File: src/rtl/fx_accum_dump_if.sv
// Sample-in / dump-out bundle of the integrate-and-dump stage.
// The upstream side (master) drives samples and the clear request,
// the accumulator (slave) returns the registered dump outputs.
interface fx_accum_dump_if #(
   parameter int IN_W  = 13,
   parameter int OUT_W = 16
);
   logic                    i_valid;
   logic signed [IN_W-1:0]  i_data;
   logic                    i_clear;
   logic                    o_valid;
   logic [OUT_W-1:0]        o_data;
   logic                    o_sat;
   logic                    o_ovf;

   modport master (
      output i_valid, i_data, i_clear,
      input  o_valid, o_data, o_sat, o_ovf
   );

   modport slave (
      input  i_valid, i_data, i_clear,
      output o_valid, o_data, o_sat, o_ovf
   );
endinterface

File: src/rtl/fx_accum_dump.sv
// Integrate-and-dump: sums LEN valid samples at full precision, then
// pushes each block total through a dump / round-half-up / saturate
// pipeline. A dump leaves o_valid three clocks after its last sample.
module fx_accum_dump #(
   parameter int IN_W     = 13,
   parameter int IN_FRAC  = 8,
   parameter int OUT_W    = 16,
   parameter int OUT_FRAC = 4,
   parameter int LEN      = 16,
   parameter int ACC_W    = 24
) (
   input  logic           clk,
   input  logic           rst,
   fx_accum_dump_if.slave bus
);
   localparam int SH    = IN_FRAC - OUT_FRAC;
   localparam int CNT_W = $clog2(LEN);
   localparam logic [CNT_W-1:0] CNT_LAST = CNT_W'(LEN - 1);
   // Clamp bounds expressed in the widened quantizer domain.
   localparam logic signed [ACC_W:0] SAT_MAX = (ACC_W+1)'((2**(OUT_W-1)) - 1);
   localparam logic signed [ACC_W:0] SAT_MIN = -(ACC_W+1)'(2**(OUT_W-1));

   logic signed [ACC_W-1:0] r_acc;
   logic [CNT_W-1:0]        r_cnt;
   logic signed [ACC_W-1:0] r_s1;
   logic                    r_s1_v;
   logic signed [ACC_W:0]   r_s2;
   logic                    r_s2_v;
   logic [OUT_W-1:0]        r_o_data;
   logic                    r_o_valid;
   logic                    r_o_sat;
   logic                    r_o_ovf;

   logic signed [ACC_W-1:0] w_data_ext;
   logic signed [ACC_W-1:0] w_sum;
   logic                    w_last;
   logic                    w_dump;
   logic signed [ACC_W:0]   w_s1_ext;
   logic signed [ACC_W:0]   w_q;
   logic                    w_hi;
   logic                    w_lo;
   logic [OUT_W-1:0]        w_o_next;

   assign w_data_ext = {{(ACC_W-IN_W){bus.i_data[IN_W-1]}}, bus.i_data};
   assign w_sum      = r_acc + w_data_ext;
   assign w_last     = bus.i_valid && (r_cnt == CNT_LAST);
   // A clear in the closing cycle aborts the block instead of dumping it.
   assign w_dump     = w_last && !bus.i_clear;

   // Accumulator and sample counter; clear restarts the block, possibly with this sample.
   always_ff @(posedge clk or posedge rst) begin
      if (rst) begin
         r_acc <= '0;
         r_cnt <= '0;
      end else if (bus.i_clear) begin
         r_acc <= bus.i_valid ? w_data_ext : '0;
         r_cnt <= bus.i_valid ? CNT_W'(1) : '0;
      end else if (w_last) begin
         r_acc <= '0;
         r_cnt <= '0;
      end else if (bus.i_valid) begin
         r_acc <= w_sum;
         r_cnt <= r_cnt + 1'b1;
      end
   end

   // S1: capture the completed block total on the closing sample.
   always_ff @(posedge clk or posedge rst) begin
      if (rst) begin
         r_s1   <= '0;
         r_s1_v <= 1'b0;
      end else begin
         r_s1_v <= w_dump;
         if (w_dump) begin
            r_s1 <= w_sum;
         end
      end
   end

   // One guard bit keeps the rounding add from wrapping.
   assign w_s1_ext = {r_s1[ACC_W-1], r_s1};

   generate
      if (SH > 0) begin : g_round
         localparam logic signed [ACC_W:0] HALF = (ACC_W+1)'(2**(SH-1));
         assign w_q = (w_s1_ext + HALF) >>> SH;
      end else begin : g_pass
         assign w_q = w_s1_ext;
      end
   endgenerate

   // S2: register the rounded value.
   always_ff @(posedge clk or posedge rst) begin
      if (rst) begin
         r_s2   <= '0;
         r_s2_v <= 1'b0;
      end else begin
         r_s2_v <= r_s1_v;
         if (r_s1_v) begin
            r_s2 <= w_q;
         end
      end
   end

   assign w_hi = (r_s2 > SAT_MAX);
   assign w_lo = (r_s2 < SAT_MIN);

   // Clamp to the output word range, else keep the low OUT_W bits.
   always_comb begin
      w_o_next = r_s2[OUT_W-1:0];
      if (w_hi) begin
         w_o_next = {1'b0, {(OUT_W-1){1'b1}}};
      end else if (w_lo) begin
         w_o_next = {1'b1, {(OUT_W-1){1'b0}}};
      end
   end

   // S3: output register, dump strobe and sticky overflow (set beats clear).
   always_ff @(posedge clk or posedge rst) begin
      if (rst) begin
         r_o_valid <= 1'b0;
         r_o_data  <= '0;
         r_o_sat   <= 1'b0;
         r_o_ovf   <= 1'b0;
      end else begin
         r_o_valid <= r_s2_v;
         if (r_s2_v) begin
            r_o_data <= w_o_next;
            r_o_sat  <= w_hi || w_lo;
         end
         if (r_s2_v && (w_hi || w_lo)) begin
            r_o_ovf <= 1'b1;
         end else if (bus.i_clear) begin
            r_o_ovf <= 1'b0;
         end
      end
   end

   assign bus.o_valid = r_o_valid;
   assign bus.o_data  = r_o_data;
   assign bus.o_sat   = r_o_sat;
   assign bus.o_ovf   = r_o_ovf;
endmodule

File: src/flat_wrapper.sv
// flat-port wrapper written by rule: the top's interface ports become plain ports
module fx_accum_dump_flat 
#(
   parameter int IN_W     = 13,
   parameter int IN_FRAC  = 8,
   parameter int OUT_W    = 16,
   parameter int OUT_FRAC = 4,
   parameter int LEN      = 16,
   parameter int ACC_W    = 24
)
  (clk, rst, bus_i_valid, bus_i_data, bus_i_clear, bus_o_valid, bus_o_data, bus_o_sat, bus_o_ovf);
  fx_accum_dump_if #(.IN_W(IN_W), .OUT_W(OUT_W)) bus_i ();
  input  logic clk;
  input  logic rst;
  input wire logic [$bits(bus_i.i_valid)-1:0] bus_i_valid;
  input wire logic [$bits(bus_i.i_data)-1:0] bus_i_data;
  input wire logic [$bits(bus_i.i_clear)-1:0] bus_i_clear;
  output wire logic [$bits(bus_i.o_valid)-1:0] bus_o_valid;
  output wire logic [$bits(bus_i.o_data)-1:0] bus_o_data;
  output wire logic [$bits(bus_i.o_sat)-1:0] bus_o_sat;
  output wire logic [$bits(bus_i.o_ovf)-1:0] bus_o_ovf;
  assign bus_i.i_valid = bus_i_valid;
  assign bus_i.i_data = bus_i_data;
  assign bus_i.i_clear = bus_i_clear;
  assign bus_o_valid = bus_i.o_valid;
  assign bus_o_data = bus_i.o_data;
  assign bus_o_sat = bus_i.o_sat;
  assign bus_o_ovf = bus_i.o_ovf;
  fx_accum_dump #(.IN_W(IN_W), .IN_FRAC(IN_FRAC), .OUT_W(OUT_W), .OUT_FRAC(OUT_FRAC), .LEN(LEN), .ACC_W(ACC_W)) u_core (.clk(clk), .rst(rst), .bus(bus_i));
endmodule
File: config.mk
export PLATFORM = sky130hd
export DESIGN_NAME = fx_accum_dump_flat
export DESIGN_NICKNAME = d
export VERILOG_FILES = /design/src/rtl/fx_accum_dump_if.sv /design/src/rtl/fx_accum_dump.sv /design/src/flat_wrapper.sv
export SDC_FILE = /design/constraint.sdc
export NUM_CORES = 1
export LEC_CHECK = 0
export CAP_MARGIN = 20
export CORE_MARGIN = 4
export CORE_UTILIZATION = 55
export DETAILED_ROUTE_END_ITERATION = 7
export GPL_TIMING_DRIVEN = 0
export HOLD_SLACK_MARGIN = 0.15
export PLACE_DENSITY = 0.77
export SYNTH_ARGS = -nofsm -noshare
export SYNTH_HDL_FRONTEND = slang
export SYNTH_SLANG_ARGS = --single-unit
File: constraint.sdc
create_clock -name clk -period 3.45 [get_ports clk]
set_input_delay 0.8625 -clock clk [delete_from_list [all_inputs] [get_ports clk]]
set_output_delay 0.8625 -clock clk [all_outputs]
set_load 0.02 [all_outputs]
==> results.toml <==
[run_status]
status = "finished clean"

[floorplanning]
coreArea_um2 = 9370
die_x_um = 107
rows = 35
io_pins = 36
dieArea_um2 = 11400
die_y_um = 107
initial_core_util_pct = 57.2

[place]
gp_congestion = 0.911
hpwl_mm = 9.06
io_buffers = 35
place_area_um2 = 5910

[clock_network]
cts_root_buf = "clkbuf_8"
cts_tree = "built"
clk_pin_slew_ns = 0.09
cts-buffers-inserted = 9
cts_sinks = 91
cts_setup_buffers = 0
cts_buffer_depth = 2
htree_num_levels = 3
postCtsHoldBufs = 0
clk_latency_ns = 0.36
cts_resized = 0

[grt]
grt_pass1_wl_mm = 20.6
grt_max_degree = 51
gr-total-overflow = 0
grt_pass1_vias = 4378
grt_use_total_pct = 22.3
antenna_found_initial = 0

[final_layout]
fin_area_um2 = 6130
layout_commonest_cell = "dfrtp_1"
final_cell_mix = "dfrtp_1, a21oi_1, nand2_1"
nets = 704
antenna_cells = 0
syn_to_final_growth_pct = 14.3
drive_gt1_share_pct = 6.61

[setup_path]
path_class = "primary input to flop"
critPathMaxFanout = 3
cp.required_ns = 3.65
worstSetupStartpointType = "primary input"
crit_path_end_kind = "flop"
rr_worst_depth = 10
worstPathArrival_ns = 3.38

[logic_synthesis]
yosysTopAreaCellShare_pct = 42.4
synth-seq-cells = 91
synth_fp_nets = 657
async_reset_ff_share_pct = 100
yosysTopAreaCell = "dfrtp_1"
ys_seq_area_share_pct = 42.4
synth-edff-count = 0
synth_area_leaders = "dfrtp_1, a21oi_1, ha_1"
netlist_instances = 614
postSynthAreaPerCell_um2 = 8.74
ys_types = 55
synth_area_um2 = 5370
synth-warning-count = 0
synth_ff_type = "dfrtp_1"

[sta]
rsz0062_at_grt = "false"
max_slew_margin_pct = 30.9
period_share_pct = 92.0
whs_ns = 0.383
final-hold-violation-count = 0
max_freq_ghz = 0.315
worst_pin_slew_ns = 1.04
drv_slew = 0
setup_violations = 0
finClkSkew_ns = 0.0205
fin_crit_ns = 3.17

[pwr]
power_density_nw_per_um2 = 534
ir_drop_mv = 0.330
total_power_uw = 3270
p_leak_uw = 0.00274

[drt]
drtIter0Drc = 245
num_vias = 4551
post_drt_via_cell_ratio = 5.72
dr.pass1.iters = 7
drt_drc_violations_left = 0
antenna_left = 0
wirelength_mm = 12.1
wl_per_cell_um = 15.2

[min_path]
worstHoldPathCells = 0
hp-class = "flop to flop"

[job]
cap_viol_max_count = 0
-- logic make-up after synthesis --
group / count (synthesis) / synth area share [%]
fa+ha+maj: 26 / 6.20
flops: 91 / 42.4
compound gates: 182 / 20.6
mux: 9 / 1.80
buf+inv: 48 / 4.06
xor+xnor: 41 / 6.69
simple gates: 217 / 18.2
-- worst paths after layout --
check,start,endpoint,slack (ns)
max in group asynchronous,rst,u_core.r_s2[11],1.92
setup / recovery,bus_i_data[0],u_core.r_acc[22],0.28
setup reg to reg,u_core.r_acc[0],u_core.r_acc[22],0.91
hold / removal,u_core.r_s1_v,u_core.r_s2_v,0.38
min in group asynchronous,rst,u_core.r_acc[4],0.90
hold reg to reg,u_core.r_s1_v,u_core.r_s2_v,0.38
-- worst max-delay path: stages --
cell,delay (ns)
clkdlybuf4s50_1,0.49
ha_1,0.18
inv_1,0.05
fa_1,0.38
nor2b_1,0.23
o2111ai_1,0.16
a21oi_1,0.32
nor3_1,0.11
o31ai_1,0.32
xnor2_1,0.19
a21oi_1,0.09
-- metrics by stage --
| stage | cells | setup WS [ns] | util, % | TNS [ns] |
|---|---|---|---|---|
| final | 795 | 0.275 | 65.4 | 0 |
| after global routing | 795 | 0.101 | 65.4 | 0 |
| after CTS | 795 | 0.00901 | 65.4 | 0 |
| after detailed placement | 779 | -0.375 | 63.0 | -4.81 |
| after global placement | 778 | -1.14 | 62.7 | -107.11 |
| after floorplan | 614 | 0.224 | - | 0 |
-- cell type report --
type / count / area, um^2
multi-input cells: 475 / 2870
repair buffers: 36 / 380
inverters: 15 / 58.8
flip-flops and latches: 91 / 2280
clock buffers: 10 / 128
fillers: 835 / 3240
plain buffers: 33 / 161
well taps: 129 / 161
clock inverters: 6 / 95.1
-- per-layer routing --
metal  part of all wire (%)  vias up  GRT usage, %
met2                     49      121          38.0
met4                    1.1        0          5.75
met3                    4.7       14          3.97
met1                     45     2169          29.4
met5                      0        -             0
li1                       -     2247             -
-- state kept, by name, summed over array words and instances, names as in the netlist --
signal / flops
u_core.r_acc: 24
u_core.r_s1: 21
u_core.r_s2: 21
u_core.bus.o_data: 16
u_core.r_cnt: 4
u_core.bus.o_ovf: 1
u_core.bus.o_sat: 1
u_core.bus.o_valid: 1
u_core.r_s1_v: 1
u_core.r_s2_v: 1
-- power by group --
group / internal, uW / total, uW / leakage, uW / switching (uW)
Sequential: 1150 / 1200 / 0.00123 / 52.0
Combinational: 494 / 1260 / 0.00139 / 769
Clock: 416 / 806 / 0.000111 / 390
Total: 2060 / 3270 / 0.00274 / 1210
-- cells in the mapped netlist (all sizes together) (2+ instances only) --
library cell / n
a21oi: 90
xor2: 21
o221ai: 2
nor4: 2
nand4: 9
nor3b: 4
a21boi: 2
mux2: 5
nor2: 68
o21a: 4
and2: 2
a31o: 2
nand2b: 7
mux2i: 4
dfrtp: 91
o21ai: 47
inv: 15
a221oi: 4
a211o: 2
clkbuf: 24
nand3: 17
a22oi: 7
a211oi: 2
nor3: 14
a31oi: 3
nand2: 74
nor2b: 7
buf: 9
a21o: 6
ha: 25
xnor2: 20
and3: 8
a22o: 2
or2: 3
(Power assumes the default switching activity.)
